$ cat src/rtl/dec_pkg.sv
// rtl/dec_pkg.sv - shared types, mode constants and one-hot helper for dec_n_scan
//
// Purpose : state encoding, mode constants and the one-hot helper used by
//           the decoder top and its dwell counter.
// Ports   : none (package).
package dec_pkg;

  typedef enum logic [1:0] {
    IDLE   = 2'd0,
    DIRECT = 2'd1,
    SCAN   = 2'd2
  } state_t;

  localparam logic MODE_DIRECT = 1'b0;
  localparam logic MODE_SCAN   = 1'b1;

  // Wide enough for N up to 8; callers cast the result down to 2^N bits.
  localparam int ONEHOT_W = 256;

  function automatic logic [ONEHOT_W-1:0] onehot(input logic [7:0] idx);
    onehot = ONEHOT_W'(1) << idx;
  endfunction

endpackage

$ cat src/rtl/dec_n_scan_if.sv
// rtl/dec_n_scan_if.sv - control/output bundle between register block and decoder
//
// Purpose : groups the decoder control inputs and registered outputs.
// Signals : i_en    global enable
//           i_mode  0 = direct decode, 1 = scan
//           i_a     direct-mode select index (N bits)
//           i_dwell scan dwell cycles per line (DWELL_W bits, 0 acts as 1)
//           o_d     registered one-hot output (2^N bits)
//           o_idx   index of the active line, 0 when inactive
//           o_wrap  single-cycle pulse on the last dwell cycle of the top line
// Modports: master drives controls (register block), slave is the decoder.
interface dec_n_scan_if #(
  parameter int N       = 2,
  parameter int DWELL_W = 8
);

  logic                 i_en;
  logic                 i_mode;
  logic [N-1:0]         i_a;
  logic [DWELL_W-1:0]   i_dwell;
  logic [(1<<N)-1:0]    o_d;
  logic [N-1:0]         o_idx;
  logic                 o_wrap;

  modport master (
    output i_en, i_mode, i_a, i_dwell,
    input  o_d, o_idx, o_wrap
  );

  modport slave (
    input  i_en, i_mode, i_a, i_dwell,
    output o_d, o_idx, o_wrap
  );

endinterface

$ cat src/rtl/dec_dwell_cnt.sv
// rtl/dec_dwell_cnt.sv - dwell down-counter with load, zero-as-one and terminal count
//
// Purpose : counts the remaining cycles a scan line stays active.
// Ports   : clk, rst   clock, async active-high reset
//           i_load     load max(i_dwell,1)-1 on this edge
//           i_dwell    dwell value sampled at load
//           o_tc       current count is zero (last cycle of this line)
//           o_tc_next  count will be zero after the coming edge
module dec_dwell_cnt #(
  parameter int DWELL_W = 8
) (
  input  logic               clk,
  input  logic               rst,
  input  logic               i_load,
  input  logic [DWELL_W-1:0] i_dwell,
  output logic               o_tc,
  output logic               o_tc_next
);

  logic [DWELL_W-1:0] r_cnt;
  logic [DWELL_W-1:0] w_load_val;

  // A dwell of 0 behaves like 1: the line is held for a single cycle.
  assign w_load_val = (i_dwell == '0) ? '0 : i_dwell - DWELL_W'(1);

  always_ff @(posedge clk or posedge rst) begin
    if (rst) begin
      r_cnt <= '0;
    end else if (i_load) begin
      r_cnt <= w_load_val;
    end else if (r_cnt != '0) begin
      r_cnt <= r_cnt - DWELL_W'(1);
    end
  end

  assign o_tc      = (r_cnt == '0);
  // Lets the top register wrap in the same cycle the final dwell count shows.
  assign o_tc_next = i_load ? (w_load_val == '0) : (r_cnt <= DWELL_W'(1));

endmodule

$ cat src/rtl/dec_n_scan.sv
// rtl/dec_n_scan.sv - registered N-to-2^N one-hot decoder with optional scan mode
//
// Purpose : decodes bus.i_a into a registered one-hot output, or (scan build)
//           walks a single active line across all outputs with a dwell time.
// Ports   : clk  rising-edge clock
//           rst  asynchronous active-high reset
//           bus  dec_n_scan_if.slave (i_en, i_mode, i_a, i_dwell -> o_d, o_idx, o_wrap)
// Config  : DEC_SCAN_EN defined enables scan mode, dwell counter and wrap;
//           undefined gives a plain enable-gated registered decoder.
module dec_n_scan #(
  parameter int N       = 2,
  parameter int DWELL_W = 8
) (
  input  logic          clk,
  input  logic          rst,
  dec_n_scan_if.slave   bus
);

  import dec_pkg::*;

  localparam int W = 1 << N;

  state_t       r_state;
  state_t       w_state_next;
  logic [W-1:0] r_d;
  logic [W-1:0] w_d_next;
  logic [N-1:0] r_idx;
  logic [N-1:0] w_idx_next;
  logic         r_wrap;
  logic         w_wrap_next;
  logic         w_mode;

`ifdef DEC_SCAN_EN
  logic w_load;
  logic w_tc;
  logic w_tc_next;

  assign w_mode = bus.i_mode;

  dec_dwell_cnt #(.DWELL_W(DWELL_W)) u_dwell_cnt (
    .clk       (clk),
    .rst       (rst),
    .i_load    (w_load),
    .i_dwell   (bus.i_dwell),
    .o_tc      (w_tc),
    .o_tc_next (w_tc_next)
  );
`else
  logic w_unused_ok;

  assign w_mode      = MODE_DIRECT;
  assign w_unused_ok = ^{bus.i_mode, bus.i_dwell};
`endif

  always_comb begin
    w_state_next = r_state;
    if (!bus.i_en) begin
      w_state_next = IDLE;
    end else if (w_mode == MODE_DIRECT) begin
      w_state_next = DIRECT;
    end else begin
      w_state_next = SCAN;
    end
  end

  always_comb begin
    w_idx_next = '0;
`ifdef DEC_SCAN_EN
    w_load     = 1'b0;
`endif
    case (w_state_next)
      DIRECT: w_idx_next = bus.i_a;
`ifdef DEC_SCAN_EN
      SCAN: begin
        // Entering scan from any other state always restarts at line 0.
        if (r_state != SCAN) begin
          w_idx_next = '0;
          w_load     = 1'b1;
        end else if (w_tc) begin
          w_idx_next = r_idx + N'(1);
          w_load     = 1'b1;
        end else begin
          w_idx_next = r_idx;
        end
      end
`endif
      default: w_idx_next = '0;
    endcase
  end

`ifdef DEC_SCAN_EN
  assign w_wrap_next = (w_state_next == SCAN) && (w_idx_next == N'(W-1)) && w_tc_next;
`else
  assign w_wrap_next = 1'b0;
`endif

  assign w_d_next = (w_state_next == IDLE) ? '0 : W'(onehot(8'(w_idx_next)));

  always_ff @(posedge clk or posedge rst) begin
    if (rst) begin
      r_state <= IDLE;
      r_d     <= '0;
      r_idx   <= '0;
      r_wrap  <= 1'b0;
    end else begin
      r_state <= w_state_next;
      r_d     <= w_d_next;
      r_idx   <= w_idx_next;
      r_wrap  <= w_wrap_next;
    end
  end

  assign bus.o_d    = r_d;
  assign bus.o_idx  = r_idx;
  assign bus.o_wrap = r_wrap;

endmodule

$ cat src/flat_wrapper.sv
// flat-port wrapper written by rule: the top's interface ports become plain ports
module dec_n_scan_flat import dec_pkg::*;
#(
  parameter int N       = 2,
  parameter int DWELL_W = 8
)
  (clk, rst, bus_i_en, bus_i_mode, bus_i_a, bus_i_dwell, bus_o_d, bus_o_idx, bus_o_wrap);
  dec_n_scan_if #(.N(N), .DWELL_W(DWELL_W)) bus_i ();
  input  logic clk;
  input  logic rst;
  input wire logic [$bits(bus_i.i_en)-1:0] bus_i_en;
  input wire logic [$bits(bus_i.i_mode)-1:0] bus_i_mode;
  input wire logic [$bits(bus_i.i_a)-1:0] bus_i_a;
  input wire logic [$bits(bus_i.i_dwell)-1:0] bus_i_dwell;
  output wire logic [$bits(bus_i.o_d)-1:0] bus_o_d;
  output wire logic [$bits(bus_i.o_idx)-1:0] bus_o_idx;
  output wire logic [$bits(bus_i.o_wrap)-1:0] bus_o_wrap;
  assign bus_i.i_en = bus_i_en;
  assign bus_i.i_mode = bus_i_mode;
  assign bus_i.i_a = bus_i_a;
  assign bus_i.i_dwell = bus_i_dwell;
  assign bus_o_d = bus_i.o_d;
  assign bus_o_idx = bus_i.o_idx;
  assign bus_o_wrap = bus_i.o_wrap;
  dec_n_scan #(.N(N), .DWELL_W(DWELL_W)) u_core (.clk(clk), .rst(rst), .bus(bus_i));
endmodule
$ cat config.mk
export PLATFORM = sky130hd
export DESIGN_NAME = dec_n_scan_flat
export DESIGN_NICKNAME = d
export VERILOG_FILES = /design/src/rtl/dec_pkg.sv /design/src/rtl/dec_n_scan_if.sv /design/src/rtl/dec_dwell_cnt.sv /design/src/rtl/dec_n_scan.sv /design/src/flat_wrapper.sv
export SDC_FILE = /design/constraint.sdc
export NUM_CORES = 1
export LEC_CHECK = 0
export CAP_MARGIN = 20
export CORE_AREA = 2 2 39 41
export DETAILED_ROUTE_END_ITERATION = 10
export DIE_AREA = 0 0 41 43
export MAX_ROUTING_LAYER = met4
export PLACE_DENSITY = 0.6
export SKIP_CTS_REPAIR_TIMING = 1
export SYNTH_ARGS = -nofsm -noshare
export SYNTH_HDL_FRONTEND = slang
export SYNTH_HIERARCHICAL = 1
export SYNTH_SLANG_ARGS = --single-unit
$ cat constraint.sdc
create_clock -name clk -period 1.3 [get_ports clk]
set_clock_uncertainty 0.05 [all_clocks]
set_input_delay 0.26 -clock clk [delete_from_list [all_inputs] [get_ports clk]]
set_output_delay 0.26 -clock clk [all_outputs]
set_load 0.005 [all_outputs]
==> qor.csv <==
stage,metric,value,unit
setup_path,worst-path fanout max,1,
synth,unique cell type count in the Yosys netlist,9,
synth,register bit total from synthesis,6,
synth,share of the synthesized area in compound gates (AO/OA/AOI/OAI),0,%
setup_path,crit-path max cell delay,0.36,ns
global_routing,wire length of the first global-routing pass,572,um
routing,drt total wl,364,um
synth,main combinational cell family by area after synthesis,simple AND/OR/NAND/NOR gates,
layout,antenna diode count,0,
synth,largest area contributor in the synthesized netlist,sky130_fd_sc_hd__dfrtp_1,
sta,post-route clock period utilization,80.7,%
layout,relative area change from synthesis to final layout,69.4,%
placed_design,routability cong.,0.665,
job,number of max-capacitance violations reported,0,
synth,Post-Synthesis Net Count,29,
layout,Nets,43,
setup_path,required time worst endpoint,0.99,ns
routing,total number of vias,147,
synth,xor/xnor cell area share of the yosys netlist,0,%
layout,fraction of layout cells with a size suffix above 1,22.2,%
routing,total DRC errors in the routed layout,0,
synth,Synth top area share,69.4,%
synth,"top cells by area, synth","sky130_fd_sc_hd__dfrtp_1 (69%), sky130_fd_sc_hd__and3b_1 (8.1%), sky130_fd_sc_hd__nor3b_2 (5.8%)",
pwr,total power,403,uW
die,starting utilization of the core area,15.6,%
layout,count of filler cells inserted in the layout,149,
sta,tightest hold margin,0.178,ns
setup_path,worst path buffer plus inverter count,1,
setup_path,count of cell instances traversed by the critical path,1,
placed_design,number of I/O port buffers,10,
setup_path,arrival time of data at the critical path endpoint,0.74,ns
synth,synthesized instance count,15,
global_routing,vias in the first global route,139,
synth,share of the yosys chip area belonging to registers,69.4,%
routing,number of nets still failing antenna checks after routing,0,
synth,simple-gate share of the synthesized area,23.7,%
pwr,"IR drop worst, VDD",0.000284,V
synth,mux share of post-synthesis cell area,0,%
setup_path,kind of launch point of the worst setup path,flip-flop,
sta,total count of hold-check failures in the final report,0,
global_routing,global router's overall resource usage,5.73,%
routing,via count normalized by instance count,3.42,
cts,htree depth,1,
pwr,standby leakage power,0.261,nW
synth,area of the mapped netlist,216,um^2
setup_path,Crit Path Category,flip-flop to primary output,
layout,final standard cell utilization of the core,26.5,%
sta,RSZ-0062 raised after global routing,no,
setup_path,CP top delay family,flip-flops,
routing,average wire per standard cell,8.47,um
routing,violation count after the first detailed-routing iteration,0,
cts,TritonCTS clock tree,done,
synth,synth warn,6,
cts,maximum clock path buffer count,2,
setup_path,type of element capturing the critical path,primary output,
die,die height,43,um
die,core footprint,1380,um^2
sta,Finish-stage setup viols,0,
die,die width,41,um
global_routing,largest net degree at the start of global routing,7,
setup_path,cell chain of the critical path,dlymetal6s2s_1,
cts,CTS Sinks,6,
global_routing,initial antenna violation count,0,
hold_path,Hold WC Path Type,input pin to async pin,
sta,maximum clock rate,954,MHz
outcome,run status,"finished, final reports clean",
setup_path,slowest stage cell on the critical path,sky130_fd_sc_hd__dfrtp_1,
die,die footprint,1760,um^2
routing,first-pass detailed-route iteration total,1,
synth,mean post-synth cell area,14.4,um^2
die,number of ports placed on the die boundary,21,
die,row count,14,
synth,fraction of the mapped netlist area in adder cells,0,%
layout,most used cells in the layout excluding fill and tap cells,"sky130_fd_sc_hd__dlymetal6s2s_1 (6), sky130_fd_sc_hd__dfrtp_1 (6), sky130_fd_sc_hd__clkdlybuf4s50_1 (4)",
cts,clock buffers created by TritonCTS,3,
cts,root buffer cell,sky130_fd_sc_hd__clkbuf_4,
cts,clock transition at the registers of the reported paths,0.04,ns
sta,final count of pins violating max slew,0,
sta,time the final worst path needs with I/O delays and setup,1.05,ns
global_routing,sum of overflow across all layers after global routing,0,
pwr,Power per Cell Area,1100,nW/um^2
[power by group]
part	total [mW]	leakage, nW	switching, mW	internal, mW
Clock	0.164	0.0138	0.0600	0.104
Sequential	0.197	0.0796	0.00158	0.195
Combinational	0.0425	0.167	0.0154	0.0271
[final timing paths]
path	startpoint	to	slack (ns)
worst max-delay path	u_core/bus.o_d[1]	bus_o_d[1]	0.25
worst min-delay path	rst	u_core/bus.o_d[1]	0.18
max in group asynchronous	rst	u_core/bus.o_d[0]	0.84
min in group clk	bus_i_a[1]	u_core/bus.o_d[0]	0.61
[cells in the mapped netlist]
| master | number |
|---|---|
| sky130_fd_sc_hd__nor3b_2 | 1 |
| sky130_fd_sc_hd__and2_2 | 1 |
| sky130_fd_sc_hd__dfrtp_1 | 6 |
| sky130_fd_sc_hd__and3b_1 | 2 |
| sky130_fd_sc_hd__and2_1 | 1 |
| sky130_fd_sc_hd__and3_2 | 1 |
| sky130_fd_sc_hd__buf_4 | 1 |
| sky130_fd_sc_hd__inv_1 | 1 |
| sky130_fd_sc_hd__conb_1 | 1 |
[final cells by class]
type,count,area [um^2],area share (%)
inverter,1,3.75,1.02
sequential,6,150,41.0
tap,16,20.0,5.46
clock buffer,3,22.5,6.14
multi-input combinational,7,55.1,15.0
timing repair buffer,10,115,31.4
[kinds of logic (layout without fill, tap and decap cells)]
family / after synthesis / count (layout)
and+or+nand+nor: 6 / 6
DFF: 6 / 6
other: 1 / 1
buffers and inverters: 2 / 14
[state kept, by name, summed over array words and instances (netlist names)]
signal,cells
u_core/bus.o_idx,2
u_core/bus.o_d,4
[stage by stage]
stage	TNS, ns	setup WS [ns]	cells	area (um^2)
3_3_place_gp	0	0.161	40	329
6_report	0	0.251	43	367
2_1_floorplan	0	0.641	15	216
3_5_place_dp	0	0.121	40	329
5_1_grt	0	0.215	43	367
4_1_cts	-0.412	-0.0781	43	352
[metal layers]
metal  part of all wire [%]  vias up  GRT usage, %
li1                       -       69             -
met1                     35       60          5.69
met2                     38       14          6.25
met3                     20        4          3.14
met4                    6.6        0          8.00
met5                      0        -             -
Power figures use the tool's default switching activity.
